[src/rtl/bram_fetch_pkg.sv]
// Shared types and defaults for the block-RAM line fetcher.
// Holds the fetch FSM state encoding and the default return-buffer depth.
// No logic; imported by the fetcher top.
package bram_fetch_pkg;

  typedef enum logic [1:0] {
    IDLE  = 2'd0,
    FETCH = 2'd1,
    DRAIN = 2'd2
  } fetch_state_e;

  localparam int FIFO_DEPTH_DEFAULT = 4;

endpackage

[src/rtl/sync_fifo.sv]
// Small synchronous FIFO with occupancy count and synchronous flush.
// Latency: a pushed word is visible at the head the cycle after the push.
// Backpressure: no internal guard beyond the full check; the caller keeps push off a full FIFO unless it pops too.
module sync_fifo #(
  parameter int DATA_W = 8,
  parameter int DEPTH  = 4,
  localparam int PTR_W = $clog2(DEPTH),
  localparam int CNT_W = PTR_W + 1
) (
  input  logic              clock,
  input  logic              reset_n,
  input  logic              flush,
  input  logic              push,
  input  logic [DATA_W-1:0] push_data,
  input  logic              pop,
  output logic [DATA_W-1:0] pop_data,
  output logic              full,
  output logic              empty,
  output logic [CNT_W-1:0]  count
);

  logic [DATA_W-1:0] mem [DEPTH];
  logic [PTR_W-1:0]  wr_ptr;
  logic [PTR_W-1:0]  rd_ptr;
  logic [CNT_W-1:0]  cnt;

  // Storage, pointers and occupancy; pointers wrap naturally since DEPTH is a power of 2.
  always_ff @(posedge clock or negedge reset_n) begin
    if (!reset_n) begin
      for (int i = 0; i < DEPTH; i++) begin
        mem[i] <= '0;
      end
      wr_ptr <= '0;
      rd_ptr <= '0;
      cnt    <= '0;
    end else if (flush) begin
      wr_ptr <= '0;
      rd_ptr <= '0;
      cnt    <= '0;
    end else begin
      if (push) begin
        mem[wr_ptr] <= push_data;
        wr_ptr      <= wr_ptr + 1'b1;
      end
      if (pop) begin
        rd_ptr <= rd_ptr + 1'b1;
      end
      case ({push, pop})
        2'b10:   cnt <= cnt + 1'b1;
        2'b01:   cnt <= cnt - 1'b1;
        default: cnt <= cnt;
      endcase
    end
  end

  assign pop_data = mem[rd_ptr];
  assign full     = (cnt == CNT_W'(DEPTH));
  assign empty    = (cnt == '0);
  assign count    = cnt;

endmodule

[src/rtl/bram_line_fetcher.sv]
// Streams a run of consecutive RAM words from a 1-cycle registered RAM port into a valid/ready consumer.
// Latency: start -> first out_valid is 3 cycles; sustains 1 word/clock with out_ready held high.
// Backpressure: reads are issued only when buffer occupancy plus the in-flight word leaves room, so nothing is dropped.
module bram_line_fetcher
  import bram_fetch_pkg::*;
#(
  parameter int ADDR_W     = 10,
  parameter int DATA_W     = 8,
  parameter int FIFO_DEPTH = FIFO_DEPTH_DEFAULT
) (
  input  logic              clock,
  input  logic              reset_n,
  input  logic              start,
  input  logic              abort,
  input  logic [ADDR_W-1:0] base_addr,
  input  logic [ADDR_W:0]   line_len,
  output logic              busy,
  output logic              done,
  output logic [ADDR_W-1:0] ram_addr,
  output logic              ram_rd_en,
  input  logic [DATA_W-1:0] ram_q,
  output logic [DATA_W-1:0] out_data,
  output logic              out_valid,
  input  logic              out_ready
);

  localparam int CNT_W = $clog2(FIFO_DEPTH) + 1;

  fetch_state_e      state, state_next;
  logic [ADDR_W-1:0] addr;
  logic [ADDR_W-1:0] ram_addr_q;
  logic [ADDR_W:0]   remaining;
  logic              inflight;
  logic              zero_done_q;

  logic              pop;
  logic              issue;
  logic              accept_start;
  logic              last_xfer;
  logic [CNT_W:0]    occ_next;
  logic              fifo_push;
  logic              fifo_full;
  logic              fifo_empty;
  logic [CNT_W-1:0]  fifo_count;

  assign pop          = out_valid & out_ready;
  assign accept_start = (state == IDLE) & start & ~abort;

  // Occupancy after this cycle's pop and the landing in-flight word must leave room for one more read.
  assign occ_next = {1'b0, fifo_count} + (CNT_W+1)'(inflight) - (CNT_W+1)'(pop);
  assign issue    = (state == FETCH) & (remaining != '0) & ~abort &
                    (occ_next < (CNT_W+1)'(FIFO_DEPTH));

  // Last word leaves in DRAIN when nothing else is buffered or in flight.
  assign last_xfer = (state == DRAIN) & pop & ~inflight &
                     (fifo_count == CNT_W'(1)) & ~abort;

  // Head-of-line guard: a push into a full buffer is only taken alongside a pop.
  assign fifo_push = inflight & ~abort & (~fifo_full | pop);

  sync_fifo #(
    .DATA_W (DATA_W),
    .DEPTH  (FIFO_DEPTH)
  ) u_fifo (
    .clock     (clock),
    .reset_n   (reset_n),
    .flush     (abort),
    .push      (fifo_push),
    .push_data (ram_q),
    .pop       (pop),
    .pop_data  (out_data),
    .full      (fifo_full),
    .empty     (fifo_empty),
    .count     (fifo_count)
  );

  // Next-state selection; abort always returns to IDLE.
  always_comb begin
    state_next = state;
    case (state)
      IDLE:    if (accept_start && line_len != '0) state_next = FETCH;
      FETCH:   if (issue && remaining == (ADDR_W+1)'(1)) state_next = DRAIN;
      DRAIN:   if (last_xfer) state_next = IDLE;
      default: state_next = IDLE;
    endcase
    if (abort) state_next = IDLE;
  end

  // State register.
  always_ff @(posedge clock or negedge reset_n) begin
    if (!reset_n) state <= IDLE;
    else          state <= state_next;
  end

  // Address/remaining counters, in-flight flag and the held RAM address.
  always_ff @(posedge clock or negedge reset_n) begin
    if (!reset_n) begin
      addr        <= '0;
      remaining   <= '0;
      inflight    <= 1'b0;
      ram_addr_q  <= '0;
      zero_done_q <= 1'b0;
    end else if (abort) begin
      addr        <= '0;
      remaining   <= '0;
      inflight    <= 1'b0;
      zero_done_q <= 1'b0;
    end else begin
      inflight    <= issue;
      zero_done_q <= accept_start & (line_len == '0);
      if (accept_start) begin
        addr      <= base_addr;
        remaining <= line_len;
      end else if (issue) begin
        addr       <= addr + 1'b1;
        remaining  <= remaining - 1'b1;
        ram_addr_q <= addr;
      end
    end
  end

  assign ram_rd_en = issue;
  assign ram_addr  = issue ? addr : ram_addr_q;
  assign busy      = (state != IDLE);
  assign done      = zero_done_q | last_xfer;
  assign out_valid = ~fifo_empty;

endmodule
[config.mk]
export PLATFORM = sky130hd
export DESIGN_NAME = bram_line_fetcher
export DESIGN_NICKNAME = d
export VERILOG_FILES = /design/src/rtl/bram_fetch_pkg.sv /design/src/rtl/sync_fifo.sv /design/src/rtl/bram_line_fetcher.sv
export SDC_FILE = /design/constraint.sdc
export NUM_CORES = 1
export LEC_CHECK = 0
export CORE_MARGIN = 4
export CORE_UTILIZATION = 37
export CTS_CLUSTER_DIAMETER = 150
export DETAILED_ROUTE_END_ITERATION = 12
export PLACE_DENSITY = 0.59
export SYNTH_ARGS = -nofsm -noshare
export SYNTH_HDL_FRONTEND = slang
export SYNTH_HIERARCHICAL = 1
export SYNTH_SLANG_ARGS = --single-unit
[constraint.sdc]
create_clock -name clock -period 4.36 [get_ports clock]
set_input_delay 0.654 -clock clock [delete_from_list [all_inputs] [get_ports clock]]
set_output_delay 0.654 -clock clock [all_outputs]
set_load 0.02 [all_outputs]
==> metrics.csv <==
stage,metric,value,unit
outcome,run status,finished clean,
global_routing,antenna violations before repair,0,
critical_path,Worst EP arrival,3.59,ns
placed_design,Placed Instances,542,
die,row count,39,
finish,Final Non-Filler Cells,558,
die,Core Region,0.0114,mm2
placed_design,HPWL after DPL,6800,um
power,peak supply drop,0.412,mV
global_routing,number of global-route vias before repair,3159,
sta,fmax,0.236,GHz
die,Die Span Y,116,um
synthesis,largest area contributor in the netlist,dfrtp_1,
finish,fillers,1052,
global_routing,largest net degree at the start of global routing,53,
detailed_routing,Pre-antenna DRT Iters,4,
die,Die Area,0.0134,mm2
synthesis,post-synthesis cell area,0.00429,mm2
placed_design,DP Area,0.00494,mm2
die,Top-Level Pins,56,
synthesis,post-synthesis sequential area ratio,43.2,%
critical_path,Setup crit start kind,input pin,
detailed_routing,initial DRC count,159,
power,Pwr Density,595,mW/mm2
cts,Sink Count,74,
finish,"Design Area, Final",0.00535,mm2
critical_path,Max stage delay on crit path,0.54,ns
synthesis,"top cells by area, synth","dfrtp_1, mux2_4, mux2_2",
sta,Final TNS setup,0,ns
synthesis,Async SR Flop Fraction,100,%
critical_path,Buf/Inv on CP,4,
critical_path,Critical Setup Path Class,in -> out,
run,Max Cap Violations,0,
critical_path,largest delay contributor family on the critical path,buffers and inverters,
min_path,HP Class,in -> async,
global_routing,global-route wire length before repair,16400,um
sta,fin. max-slew vios,0,
sta,Slew HR,30.4,%
detailed_routing,number of remaining DRC errors,0,
finish,register area,0.00185,mm2
detailed_routing,DR vias,3070,
finish,Layout Utilization,47.0,%
global_routing,gr ovfl total,0,
sta,Final Setup Violations,0,
critical_path,"Critical Path, Cell by Cell",clkdlybuf4s50_1 > nor2b_2 > ha_1 > inv_1 > ha_1 > and3b_1 > o21a_2 > o211a_1 > nand2_1 > buf_12 > mux2_2 > clkdlybuf4s50_1,
detailed_routing,routed wire length,9840,um
detailed_routing,vias per inst,5.50,
sta,worst hold slack,0.305,ns
synthesis,Syn Inst Count,357,
global_routing,GRT Resource Usage Total,15.6,%
power,Lkg Pwr,2.48,nW
cts,htree depth,3,
finish,area grow syn2layout,24.7,%
placed_design,Placer Congestion,0.783,
cts,hold_buf cts,0,
cts,cts bufs inserted,9,
cts,"CTS clk-pin slew, worst paths",0.06,ns
critical_path,Critical Path Sink Type,primary output,
finish,area of the multi-input gates,0.00223,mm2
critical_path,worst-path cell with the longest stage delay,clkdlybuf4s50_1,
synthesis,count of cell types in the netlist,64,
sta,worst clock skew,0.00541,ns
critical_path,required time of the worst setup path,3.71,ns
synthesis,"count leader, synth",dfrtp_1,
critical_path,Crit Path Max Fanout,21,
cts,root buffer cell,clkbuf_16,
synthesis,Avg Inst Size Synth,12.0,um2
cts,Clock Latency Late Sink,0.34,ns
placed_design,# port buffers,55,
finish,layout cell share with drive strength beyond 1,25.1,%
synthesis,Synth top area share,43.2,%
sta,Final Hold Violating Endpoints,0,
cts,clk buf depth,2,
sta,Worst Tran Pin Value,1.04,ns
synthesis,Post-synth EDFFs,0,
die,Die X,116,um
cts,CTS tree,done,
synthesis,Synth Register Bits,74,
sta,Tmin final,4.24,ns
finish,ANT cells,0,
finish,Final #Nets,456,
sta,fin crit share,97.2,%
sta,RSZ-0062 raised after global routing,false,
synthesis,most used flip-flop cell after synthesis,dfrtp_1,
power,"Power, Total",3.18,mW
synthesis,Yosys warnings,6,
synthesis,syn_nets,403,
detailed_routing,routed wire length per instance,17.6,um
placed_design,Setup WS pre-CTS,0.0175,ns
detailed_routing,post-route ant nets,0,
synthesis,commonest cells in the synthesized netlist,"dfrtp_1, mux2_4, nor2_1",
die,Starting Density,37.7,%
sta,min setup slack post-route,0.120,ns
-- final timing paths --
kind	start	to	slack, ns	cells after the start
worst max-delay path	out_ready	ram_addr[1]	0.12	12
worst min-delay path	reset_n	u_fifo/wr_ptr[0]$_DFFE_PN0P_	0.31	1
worst max register to register	u_fifo/count[0]$_DFFE_PN0P_	remaining[5]$_DFFE_PN0P_	1.09	10
worst min register to register	ram_addr_q[8]$_DFFE_PN0P_	ram_addr_q[8]$_DFFE_PN0P_	0.50	1
max in group asynchronous	reset_n	remaining[3]$_DFFE_PN0P_	2.99	2
min in group clock	ram_addr_q[8]$_DFFE_PN0P_	ram_addr_q[8]$_DFFE_PN0P_	0.50	1
-- report_power, final --
| part | internal (mW) | leakage, nW | switching, mW |
|---|---|---|---|
| Sequential | 0.820 | 0.995 | 0.127 |
| Combinational | 0.626 | 1.29 | 0.656 |
| Clock | 0.664 | 0.189 | 0.286 |
| Total | 2.11 | 2.48 | 1.07 |
-- registers in the layout, summed over array words and instances (netlist names) --
| register | flops |
|---|---|
| addr | 10 |
| inflight | 1 |
| ram_addr_q | 10 |
| remaining | 11 |
| state | 2 |
| u_fifo/count | 3 |
| u_fifo/mem | 32 |
| u_fifo/rd_ptr | 2 |
| u_fifo/wr_ptr | 2 |
| zero_done_q | 1 |
-- what timing repair did --
| item | 4_1_cts | 5_1_grt |
|---|---|---|
| hold endpoints to repair | 0 | 0 |
| gates resized for setup | 0 | 8 |
| setup buffers | 0 | 0 |
| setup endpoints to repair | 0 | 10 |
-- layout make-up --
class                           count  share of cell area [%]
Multi-Input combinational cell    246                    41.8
Sequential cell                    74                    34.6
Timing Repair Buffer               63                    11.9
Clock buffer                       12                    4.98
Tap cell                          143                    3.35
Clock inverter                      4                    2.25
Inverter                           16                    1.12
-- logic make-up after synthesis --
logic type | synth area share (%)
AND/OR/NAND/NOR | 16.9
flip-flops | 43.2
multiplexers | 21.1
AO/OA/AOI/OAI | 9.31
buffers and inverters | 4.78
adder cells (fa/ha/maj) | 3.68
XOR/XNOR | 1.02
-- placed cells by master (no fill, tap or decap), types with 3 or more instances in the layout --
cell type	n
nand2_8	4
clkbuf_16	9
a311oi_1	12
a2111oi_0	3
ha_1	11
nand4_1	4
buf_4	7
dlymetal6s2s_1	7
dfrtp_1	74
bufinv_16	4
o31ai_1	8
mux2_2	20
a21oi_1	4
clkdlybuf4s50_1	47
nor3b_1	3
nor4_1	11
nor3_1	10
or4_1	8
and3_1	6
o21ai_0	3
nand3_1	8
nand2_1	14
inv_1	15
clkbuf_8	3
xnor2_1	3
nor2_1	31
mux2_4	32
mux4_2	8
-- layer usage --
metal	GRT usage [%]	vias to the layer above	wire, um	share of wire [%]
met5	0	-	0	0
met4	3.94	0	95	0.97
met3	3.97	8	483	4.9
met2	25.6	64	4710	48
met1	20.8	1557	4550	46
li1	-	1441	-	-
No activity file was read; power rests on OpenSTA's default activity.
